[config.mk]
export PLATFORM = sky130hd
export DESIGN_NAME = cordic_dds_pipe
export DESIGN_NICKNAME = d
export VERILOG_FILES = /design/src/rtl/cordic_dds_pkg.sv /design/src/rtl/cordic_dds_pipe_stage.sv /design/src/rtl/cordic_dds_pipe.sv
export SDC_FILE = /design/constraint.sdc
export NUM_CORES = 2
export LEC_CHECK = 0
export ABC_AREA = 0
export BUFFER_PORTS_ARGS = -buffer_cell sky130_fd_sc_hd__clkbuf_2
export CORE_MARGIN = 2
export CORE_UTILIZATION = 48
export DETAILED_ROUTE_END_ITERATION = 8
export GPL_TIMING_DRIVEN = 0
export PLACE_DENSITY = 0.67
export SLEW_MARGIN = 25
export SYNTH_ARGS = -nofsm -noshare
export SYNTH_HDL_FRONTEND = slang
export SYNTH_SLANG_ARGS = --single-unit
[constraint.sdc]
create_clock -name I_clk -period 3.67 [get_ports I_clk]
set_clock_uncertainty 0.2 [all_clocks]
set_input_delay 0.734 -clock I_clk [delete_from_list [all_inputs] [get_ports I_clk]]
set_output_delay 0.734 -clock I_clk [all_outputs]
set_load 0.02 [all_outputs]
[src/rtl/cordic_dds_pkg.sv]
// Shared constants and elaboration-time helpers for the CORDIC DDS pipeline.
//   atan_angle : rotation angle of one CORDIC stage, in residue units where
//                2^(pw+2) counts = 360 deg
//   x0_init    : gain-compensated starting x so the rotated vector lands on
//                full scale 2^(dw-1)-1
//   latency    : cycles from an I_en sample to its O_valid
package cordic_dds_pkg;

    // atan(2^-idx) with 2^32 counts per full turn. Past the table the angle is
    // close enough to 2^-idx rad that a plain shift of 2^32/(2*pi) is used.
    function automatic logic [31:0] atan_full(input int idx);
        logic [31:0] a;
        case (idx)
            0:       a = 32'd536870912;
            1:       a = 32'd316933406;
            2:       a = 32'd167458907;
            3:       a = 32'd85004756;
            4:       a = 32'd42667331;
            5:       a = 32'd21354465;
            6:       a = 32'd10679838;
            7:       a = 32'd5340245;
            8:       a = 32'd2670163;
            9:       a = 32'd1335087;
            10:      a = 32'd667544;
            11:      a = 32'd333772;
            12:      a = 32'd166886;
            13:      a = 32'd83443;
            14:      a = 32'd41722;
            15:      a = 32'd20861;
            16:      a = 32'd10430;
            17:      a = 32'd5215;
            18:      a = 32'd2608;
            19:      a = 32'd1304;
            20:      a = 32'd652;
            21:      a = 32'd326;
            22:      a = 32'd163;
            23:      a = 32'd81;
            default: a = 32'd683565276 >> idx;
        endcase
        return a;
    endfunction

    // Rescale the 32-bit turn fraction to pw+2 bits with round-to-nearest.
    function automatic logic [31:0] atan_angle(input int idx, input int pw);
        int sh;
        sh = 30 - pw;
        return (atan_full(idx) + (32'd1 << (sh - 1))) >> sh;
    endfunction

    // round(0.607253 * (2^(dw-1)-1)); 2608131775 is 0.607253 * 2^32.
    function automatic logic [31:0] x0_init(input int dw);
        logic [63:0] prod;
        prod = ((64'd1 << (dw - 1)) - 64'd1) * 64'd2608131775 + 64'h8000_0000;
        return prod[63:32];
    endfunction

    // Phase register, quadrant fold, NSTAGE rotations, output register.
    function automatic int latency(input int nstage);
        return nstage + 3;
    endfunction

endpackage

[src/rtl/cordic_dds_pipe_stage.sv]
// One registered CORDIC rotation (module cordic_stage).
//   clk, rst_n       : clock, async active-low reset
//   x_in/y_in/z_in   : vector and remaining angle from the previous stage
//   neg_in           : quadrant-fold negate flag, passed through untouched
//   x_out/.../neg_out: registered results for the next stage
module cordic_stage
    import cordic_dds_pkg::*;
#(
    parameter int XW  = 16,
    parameter int ZW  = 18,
    parameter int IDX = 0
) (
    input  logic                 clk,
    input  logic                 rst_n,
    input  logic signed [XW-1:0] x_in,
    input  logic signed [XW-1:0] y_in,
    input  logic signed [ZW-1:0] z_in,
    input  logic                 neg_in,
    output logic signed [XW-1:0] x_out,
    output logic signed [XW-1:0] y_out,
    output logic signed [ZW-1:0] z_out,
    output logic                 neg_out
);

    localparam logic [31:0]        ANGLE_FULL = atan_angle(IDX, ZW - 2);
    localparam logic signed [ZW-1:0] ANGLE    = ANGLE_FULL[ZW-1:0];
    // Half an LSB of the shifted value, so the shift rounds instead of
    // flooring; truncation bias would otherwise accumulate over the stages.
    localparam int RND = (1 << IDX) >> 1;

    logic signed [XW-1:0] x_shift, y_shift;
    logic signed [XW-1:0] x_d, y_d, x_q, y_q;
    logic signed [ZW-1:0] z_d, z_q;
    logic                 neg_d, neg_q;

    // Rotate toward zero residual angle: positive residue turns counter-clockwise.
    always_comb begin
        x_shift = (x_in + XW'(RND)) >>> IDX;
        y_shift = (y_in + XW'(RND)) >>> IDX;
        neg_d   = neg_in;
        if (!z_in[ZW-1]) begin
            x_d = x_in - y_shift;
            y_d = y_in + x_shift;
            z_d = z_in - ANGLE;
        end else begin
            x_d = x_in + y_shift;
            y_d = y_in - x_shift;
            z_d = z_in + ANGLE;
        end
    end

    always_ff @(posedge clk or negedge rst_n) begin
        if (!rst_n) begin
            x_q   <= '0;
            y_q   <= '0;
            z_q   <= '0;
            neg_q <= 1'b0;
        end else begin
            x_q   <= x_d;
            y_q   <= y_d;
            z_q   <= z_d;
            neg_q <= neg_d;
        end
    end

    assign x_out   = x_q;
    assign y_out   = y_q;
    assign z_out   = z_q;
    assign neg_out = neg_q;

endmodule

[src/rtl/cordic_dds_pipe.sv]
// Pipelined CORDIC direct digital synthesiser producing cos/sin samples.
//   I_clk, I_rst_n        : clock, async active-low reset
//   I_en                  : advance the accumulator and launch one sample
//   I_load                : load I_init_phase / I_inc_phase
//   I_init_phase          : accumulator value on load
//   I_inc_phase           : unsigned phase step
//   I_offset              : phase offset added to each launched sample
//   O_cos, O_sin, O_valid : saturated samples, valid pulse per sample
module cordic_dds_pipe
    import cordic_dds_pkg::*;
#(
    parameter int DW     = 14,
    parameter int PW     = 16,
    parameter int NSTAGE = 14
) (
    input  logic                 I_clk,
    input  logic                 I_rst_n,
    input  logic                 I_en,
    input  logic                 I_load,
    input  logic [PW-1:0]        I_init_phase,
    input  logic [PW-1:0]        I_inc_phase,
    input  logic [PW-1:0]        I_offset,
    output logic signed [DW-1:0] O_cos,
    output logic signed [DW-1:0] O_sin,
    output logic                 O_valid
);

    localparam int XW = DW + 2;
    localparam int ZW = PW + 2;
    localparam int L  = latency(NSTAGE);

    localparam logic [31:0]          X0_FULL = x0_init(DW);
    localparam logic signed [XW-1:0] X0      = X0_FULL[XW-1:0];
    localparam logic signed [XW-1:0] MAX_MAG = XW'((1 << (DW - 1)) - 1);
    localparam logic signed [XW-1:0] MIN_MAG = -MAX_MAG;

    logic [PW-1:0]        acc_d, acc_q, inc_d, inc_q, phase_d, phase_q;
    logic [PW-1:0]        folded;
    logic signed [ZW-1:0] fold_z_d, fold_z_q;
    logic                 fold_neg_d, fold_neg_q;
    logic [L-1:0]         valid_d, valid_q;
    logic signed [XW-1:0] cos_full, sin_full;
    logic signed [DW-1:0] cos_d, cos_q, sin_d, sin_q;

    logic signed [XW-1:0] x_pipe   [0:NSTAGE];
    logic signed [XW-1:0] y_pipe   [0:NSTAGE];
    logic signed [ZW-1:0] z_pipe   [0:NSTAGE];
    logic                 neg_pipe [0:NSTAGE];

    // The launched phase is the accumulator's next value, so a load together
    // with an enable launches the loaded phase itself.
    always_comb begin
        acc_d = acc_q;
        inc_d = inc_q;
        if (I_load) begin
            acc_d = I_init_phase;
            inc_d = I_inc_phase;
        end else if (I_en) begin
            acc_d = acc_q + inc_q;
        end
        phase_d = acc_d + I_offset;
    end

    // Quadrants 90..270 deg are moved by 180 deg (flip of the MSB) into the
    // CORDIC convergence range; the result is negated at the output instead.
    // Appending two zero bits gives the residue its guard bits.
    always_comb begin
        fold_neg_d = phase_q[PW-1] ^ phase_q[PW-2];
        folded     = {phase_q[PW-1] ^ fold_neg_d, phase_q[PW-2:0]};
        fold_z_d   = {folded, 2'b00};
        valid_d    = {valid_q[L-2:0], I_en};
    end

    assign x_pipe[0]   = X0;
    assign y_pipe[0]   = '0;
    assign z_pipe[0]   = fold_z_q;
    assign neg_pipe[0] = fold_neg_q;

    for (genvar i = 0; i < NSTAGE; i++) begin : g_stage
        cordic_stage #(
            .XW  (XW),
            .ZW  (ZW),
            .IDX (i)
        ) u_stage (
            .clk     (I_clk),
            .rst_n   (I_rst_n),
            .x_in    (x_pipe[i]),
            .y_in    (y_pipe[i]),
            .z_in    (z_pipe[i]),
            .neg_in  (neg_pipe[i]),
            .x_out   (x_pipe[i+1]),
            .y_out   (y_pipe[i+1]),
            .z_out   (z_pipe[i+1]),
            .neg_out (neg_pipe[i+1])
        );
    end

    // Symmetric clamp keeps -2^(DW-1) out of the output range.
    function automatic logic signed [DW-1:0] clamp(input logic signed [XW-1:0] v);
        if (v > MAX_MAG)
            return MAX_MAG[DW-1:0];
        else if (v < MIN_MAG)
            return MIN_MAG[DW-1:0];
        else
            return v[DW-1:0];
    endfunction

    // Output registers only move when a launched sample arrives, so they hold
    // the last sample across gaps.
    always_comb begin
        cos_full = neg_pipe[NSTAGE] ? -x_pipe[NSTAGE] : x_pipe[NSTAGE];
        sin_full = neg_pipe[NSTAGE] ? -y_pipe[NSTAGE] : y_pipe[NSTAGE];
        cos_d    = cos_q;
        sin_d    = sin_q;
        if (valid_q[L-2]) begin
            cos_d = clamp(cos_full);
            sin_d = clamp(sin_full);
        end
    end

    always_ff @(posedge I_clk or negedge I_rst_n) begin
        if (!I_rst_n) begin
            acc_q      <= '0;
            inc_q      <= '0;
            phase_q    <= '0;
            fold_z_q   <= '0;
            fold_neg_q <= 1'b0;
            valid_q    <= '0;
            cos_q      <= '0;
            sin_q      <= '0;
        end else begin
            acc_q      <= acc_d;
            inc_q      <= inc_d;
            phase_q    <= phase_d;
            fold_z_q   <= fold_z_d;
            fold_neg_q <= fold_neg_d;
            valid_q    <= valid_d;
            cos_q      <= cos_d;
            sin_q      <= sin_d;
        end
    end

    assign O_cos   = cos_q;
    assign O_sin   = sin_q;
    assign O_valid = valid_q[L-1];

endmodule

-- Word level (Yosys, flattened, before mapping)
Cells that the tools add are included.
- register bits: 791
- output and inout bits: 29
- word-level logic and storage cells: 225
- input bits: 52
- bitwise operators: 2
- muxes and demuxes: 48
- add/subtract/negate cells: 108
- $lt $le $gt $ge: 4
- operator list (operator ; count):
    two-way mux 16 bit ; 31
    two-way mux 18 bit ; 13
    two-way mux 14 bit ; 4
    adder 16 x 10 -> 16 bit ; 2
    adder 16 x 10 -> 16 bit, second input constant ; 2
    adder 16 x 11 -> 16 bit ; 2
    adder 16 x 11 -> 16 bit, second input constant ; 2
    adder 16 x 12 -> 16 bit ; 2
    adder 16 x 12 -> 16 bit, second input constant ; 2
    adder 16 x 13 -> 16 bit ; 2
    adder 16 x 13 -> 16 bit, second input constant ; 2
    adder 16 x 14 -> 16 bit ; 2
    adder 16 x 14 -> 16 bit, second input constant ; 2
    adder 16 bit ; 2
    adder 16 x 3 -> 16 bit ; 2
    adder 16 x 3 -> 16 bit, second input constant ; 2
    adder 16 x 4 -> 16 bit ; 2
    adder 16 x 4 -> 16 bit, second input constant ; 2
    adder 16 x 5 -> 16 bit ; 2
    adder 16 x 5 -> 16 bit, second input constant ; 2
    adder 16 x 6 -> 16 bit ; 2
    adder 16 x 6 -> 16 bit, second input constant ; 2
    adder 16 x 7 -> 16 bit ; 2
    adder 16 x 7 -> 16 bit, second input constant ; 2
    52 further kinds ; 72

-- Depth between registers and ports, before layout
- depth in word-level cells: 5
- gate-level depth with buffers: 20
- depth with buffers taken out: 20

-- Modules after synthesis
From an unflattened synthesis, not the netlist that was laid out.
- cell total of the unflattened synthesis: 7320
- area total of the unflattened synthesis: 67324.6 µm²
- by module, submodules not included (module ; instances ; area each (µm²) ; sequential area each (µm²) ; cells each):
    cordic_dds_pipe ; 1 ; 5873.1 ; 2752.6 ; 540
    cordic_stage at g_stage[1].u_stage ; 1 ; 5118.7 ; 1276.2 ; 581
    cordic_stage at g_stage[2].u_stage ; 1 ; 4872.2 ; 1276.2 ; 559
    cordic_stage at g_stage[3].u_stage ; 1 ; 4860.9 ; 1276.2 ; 558
    cordic_stage at g_stage[5].u_stage ; 1 ; 4855.9 ; 1276.2 ; 544
    cordic_stage at g_stage[4].u_stage ; 1 ; 4678.2 ; 1276.2 ; 517
    cordic_stage at g_stage[6].u_stage ; 1 ; 4455.5 ; 1276.2 ; 499
    cordic_stage at g_stage[8].u_stage ; 1 ; 4453.0 ; 1276.2 ; 495
    cordic_stage at g_stage[9].u_stage ; 1 ; 4379.2 ; 1276.2 ; 479
    cordic_stage at g_stage[7].u_stage ; 1 ; 4304.1 ; 1276.2 ; 466
    cordic_stage at g_stage[10].u_stage ; 1 ; 4092.7 ; 1276.2 ; 446
    cordic_stage at g_stage[11].u_stage ; 1 ; 3962.6 ; 1276.2 ; 419
    cordic_stage at g_stage[13].u_stage ; 1 ; 3948.8 ; 1276.2 ; 420
    cordic_stage at g_stage[12].u_stage ; 1 ; 3873.7 ; 1276.2 ; 404
    cordic_stage at g_stage[0].u_stage ; 1 ; 3595.9 ; 1251.2 ; 393

-- Worst setup path after synthesis
OpenSTA, ideal clock, no wires.
- path kind: input-to-reg
- from: input port I_en
- to: register phase_q[15]
- required time: 3.390 ns
- path slack: -0.529 ns
- path buffers: 2
- stages: 14
- library setup time: 0.080 ns
- arrival: 3.919 ns
- path through: buf_1 buf_1 o21ai_0 o21ai_0 ha_1 a21o_1 a211oi_1 nor2_1 o311ai_0 a41oi_1 o21ai_0 nor2b_1 o211a_1 xnor2_1
- longest elaborated chain between the ends: 3
- ends and longest elaborated chain (item ; line ; source):
    from (decl) ; cordic_dds_pipe.sv:18 ; input logic I_en,
    two-way mux 16 bit ; cordic_dds_pipe.sv:58 ; end else if (I_en) begin
    two-way mux 16 bit ; cordic_dds_pipe.sv:55 ; if (I_load) begin
    named net acc_d[1] ; cordic_dds_pipe.sv:37 ; logic [PW-1:0] acc_d, acc_q, inc_d, inc_q, phase_d, phase_q;
    adder 16 bit ; cordic_dds_pipe.sv:61 ; phase_d = acc_d + I_offset;
    named net phase_d[15] ; cordic_dds_pipe.sv:37 ;
    to (signal assigned) ; cordic_dds_pipe.sv:134 ; phase_q <= phase_d;
    to (decl) ; cordic_dds_pipe.sv:37 ;
The timed path passes the listed nets, and every way through them passes these cells.
A chain may end at the register's enable or synchronous reset.

-- Worst setup path after layout
- from: register inc_q[0]
- to: register phase_q[15]
- longest elaborated chain between the ends: 4
- ends and longest elaborated chain (item ; line ; source):
    from (decl) ; cordic_dds_pipe.sv:37 ;
    from (signal assigned) ; cordic_dds_pipe.sv:133 ; inc_q <= inc_d;
    adder 16 bit ; cordic_dds_pipe.sv:59 ; acc_d = acc_q + inc_q;
    two-way mux 16 bit ; cordic_dds_pipe.sv:58 ;
    two-way mux 16 bit ; cordic_dds_pipe.sv:55 ;
    named net acc_d[10] ; cordic_dds_pipe.sv:37 ;
    adder 16 bit ; cordic_dds_pipe.sv:61 ;
    named net phase_d[15] ; cordic_dds_pipe.sv:37 ;
The timed path passes the listed nets, and every way through them passes these cells.

==> metrics.yaml <==
run_status:
  status: "complete, but fails checks"
  violations: "setup timing"
hold_path:
  hold_class: "in -> reg"
cts:
  numCtsBuffers: 89
  clock-root-buffer: "clkbuf_16"
  htreeDepth: 3
  clock_path_buffers: 3
  cts_tree: "done"
  clock_latency_ns: 0.70
  cts.sink_count: 750
  clkTransAtPathRegs_ns: 0.06
logic_synthesis:
  syn_inst: 5786
  yosysWarnings: 0
  async_reset_ff_share_pct: 100.0
  synth_adder_area_share_pct: 16.98
  synth_edf_count: 0
  ys.flop_type: "dfrtp_1"
  yosysSeqAreaShare_pct: 34.55
  synth.distinct_cells: 83
  synth_top_family_by_area: "adder cells"
  yosys.area_share.simple_pct: 15.00
  synth_xor_area_share_pct: 14.23
  syn_area_per_cell_um2: 9.388
  ys_ff_latch: 750
  yosys-mux-area-fraction_pct: 0.7947
  syn_area_mm2: 0.05432
  synth_compound_area_share_pct: 15.81
  synth_fp_nets: 6552
worst_setup_path:
  cp.required_ns: 4.06
  path_class: "reg -> reg"
  worst_r2r_endpoint: "phase_q[15]$_DFF_PN0_"
  worst_setup_path_endpoint: "phase_q[15]$_DFF_PN0_"
  crit_path_max_fanout: 2
  r2r_setup_slack_ns: -0.32
  cp-start-kind: "flop"
  cp.arrival_ns: 4.38
  timing.rr.start: "inc_q[0]$_DFFE_PN0P_"
  rr_worst_depth: 20
  endpoint_kind: "flop"
  cp-startpoint: "inc_q[0]$_DFFE_PN0P_"
finish:
  diodes: 0
  area_delta_synth_final_pct: 25.10
  fill_cells: 8965
  final_common_cell: "dfrtp_1"
  regArea_mm2: 0.01888
  layout.cells.non_filler: 7913
  drive_gt1_share_pct: 24.25
  layout_common_cells: "dfrtp_1, ha_1, xnor2_1"
  layout.nets: 7109
  multiInputGateArea_mm2: 0.03876
drt:
  drt-initial-drc-count: 2276
  ant_nets: 0
  wl_met2_mm: 70.56
  wl_per_cell_um: 17.03
  vias: 44310
  wirelength_met1_mm: 53.39
  drc: 0
  via_per_inst: 5.600
  drt_first_pass_iters: 6
  wirelength_mm: 134.8
  route.met3.wl_mm: 4.637
  highest_layer: "met4"
die:
  placementRows: 123
  ios: 81
  dieArea_mm2: 0.1159
  start_util_pct: 48.35
  die_x_um: 340.4
  die_y_um: 340.4
  core_mm2: 0.1123
placement:
  dp_hpwl_mm: 95.13
  globalplace.congestion: 0.9084
  preCtsSetupSlack_ns: -1.347
  placed_cells: 7376
  portBuffers: 80
global_route:
  grt_max_degree: 89
  grt_use_total_pct: 21.94
  grt_pass1_vias: 42960
  antenna_found_initial: 1
  grt_pass1_wl_mm: 210.4
  overflow: 0
run:
  maxCapViolCount: 0
timing:
  drv_slew: 0
  final.min_clock_period_ns: 3.990
  final-setup-viol-count: 16
  tightest_slew_ns: 0.8859
  relSlewSlack_pct: 39.41
  fmax_mhz: 250.6
  setup_tns_ns: -1.697
  rsz0062_at_grt: "true"
  hold_viol: 0
  fin_ws_ns: -0.3204
  fin_crit_sh_pct: 108.7
## stage by stage
stage / utilization, % / instance area [µm²] / hold slack (ns)
3_3_place_gp: 50.54 / 56780 / 0.1315
5_1_grt: 60.49 / 67960 / 0.03463
6_report: 60.49 / 67960 / 0.05970
4_1_cts: 56.91 / 63940 / 0.02123
2_1_floorplan: - / 54500 / 0.1312
3_5_place_dp: 50.78 / 57050 / 0.1347
## worst max-delay path: stages (launching register included)
cell and delay (ns):
dfrtp_1 0.37, ha_2 0.20, inv_2 0.04, fa_2 0.34, nor2b_2 0.13, o21ai_2 0.07
a21boi_2 0.18, o21ai_2 0.11, a21oi_4 0.20, a31oi_4 0.11, xnor2_1 0.14, mux2i_1 0.16
o21ai_1 0.10, ha_1 0.33, and4_4 0.23, o311ai_4 0.11, a41oi_2 0.28, o21ai_2 0.11
nor2b_4 0.14, o211a_1 0.21, xnor2_1 0.12
## cell usage after synthesis, types with 11 or more instances
cell type  count  area [µm²]
nand3b_1      14       105.1
a21oi_1      453        2267
nor3_1       140       700.7
and4_1        13       113.9
clkbuf_1      90       337.8
nand3_1      228        1141
nand2_1      332        1246
inv_1        266       998.5
a21o_1       138        1036
and3_1       120       750.7
fa_1          39       780.8
o21a_1        60       450.4
a211oi_1      47       352.8
dfrtp_1      750       18770
o31ai_1       30       225.2
mux2i_1       24       240.2
a211o_1       33       289.0
and2_1        36       225.2
nor2b_1       74       462.9
nor4_1        14       87.58
xor2_1       287        2514
o21ai_0      244        1221
nand4_1       44       275.3
nor2_1       465        1745
a21boi_0      25       187.7
nand2b_1      57       356.6
a31oi_1       86       538.0
o41ai_1       20       175.2
o211ai_1      20       150.1
a2111oi_0     11       96.34
buf_1         16       60.06
a31o_2        21       183.9
or3_1         51       319.1
a41oi_1       12       105.1
or4_1         11       82.58
o21bai_1      56       420.4
xnor2_1      593        5194
ha_1         675        8446
mux2_2        17       191.4
or2_2         36       225.2
## cell type report
type / instances / share of cell area [%]
Multi-Input combinational cell: 4659 / 57.04
Sequential cell: 750 / 27.78
Timing Repair Buffer: 480 / 5.498
Clock buffer: 128 / 3.819
Tap cell: 1500 / 2.762
Inverter: 269 / 1.556
Buffer: 93 / 0.8783
Clock inverter: 33 / 0.6610
Timing Repair inverter: 1 / 0.007365
## what timing repair did
item	in CTS	in global routing
hold buffers	1	0
setup endpoints to repair	270	127
resized for setup	558	589
pin swaps	209	382
cloned	1	1
buffers inserted	206	189
hold endpoints to repair	53	0
## routing by layer
| metal | vias up | track usage (%) |
|---|---|---|
| met5 | - | 0 |
| met4 | 0 | 10.06 |
| met3 | 325 | 2.904 |
| met2 | 941 | 40.67 |
| met1 | 21370 | 24.89 |
| li1 | 21670 | - |
## worst min path at each step
stage | start | to | slack (ns) | depth (start not counted)
2_1_floorplan | phase_q[8]$_DFF_PN0_ | fold_z_q[10]$_DFF_PN0_ | 0.13 | 0
3_3_place_gp | phase_q[3]$_DFF_PN0_ | fold_z_q[5]$_DFF_PN0_ | 0.13 | 0
3_5_place_dp | phase_q[6]$_DFF_PN0_ | fold_z_q[8]$_DFF_PN0_ | 0.13 | 0
4_1_cts | I_inc_phase[10] | inc_q[10]$_DFFE_PN0P_ | 0.02 | 2
5_1_grt | I_inc_phase[3] | inc_q[3]$_DFFE_PN0P_ | 0.03 | 2
6_report | I_inc_phase[1] | inc_q[1]$_DFFE_PN0P_ | 0.06 | 3
## flip-flops by register name, indices dropped and copies added, names as in the netlist, 14 cells and up
name,count
valid_q,17
fold_z_q,16
g_stage.u_stage.x_out,207
phase_q,16
g_stage.u_stage.z_out,211
acc_q,16
g_stage.u_stage.neg_out,14
O_sin,14
g_stage.u_stage.y_out,208
O_cos,14
inc_q,16
## cell families after synthesis
| kind of cell | Yosys count |
|---|---|
| other cells | 1 |
| mux | 41 |
| simple gates | 1669 |
| buf+inv | 377 |
| fa+ha+maj | 714 |
| xor+xnor | 881 |
| flops | 750 |
| compound gates | 1353 |
Power is not shown: default switching activity piles up to over one toggle a cycle in this logic, so the estimate is an artifact.
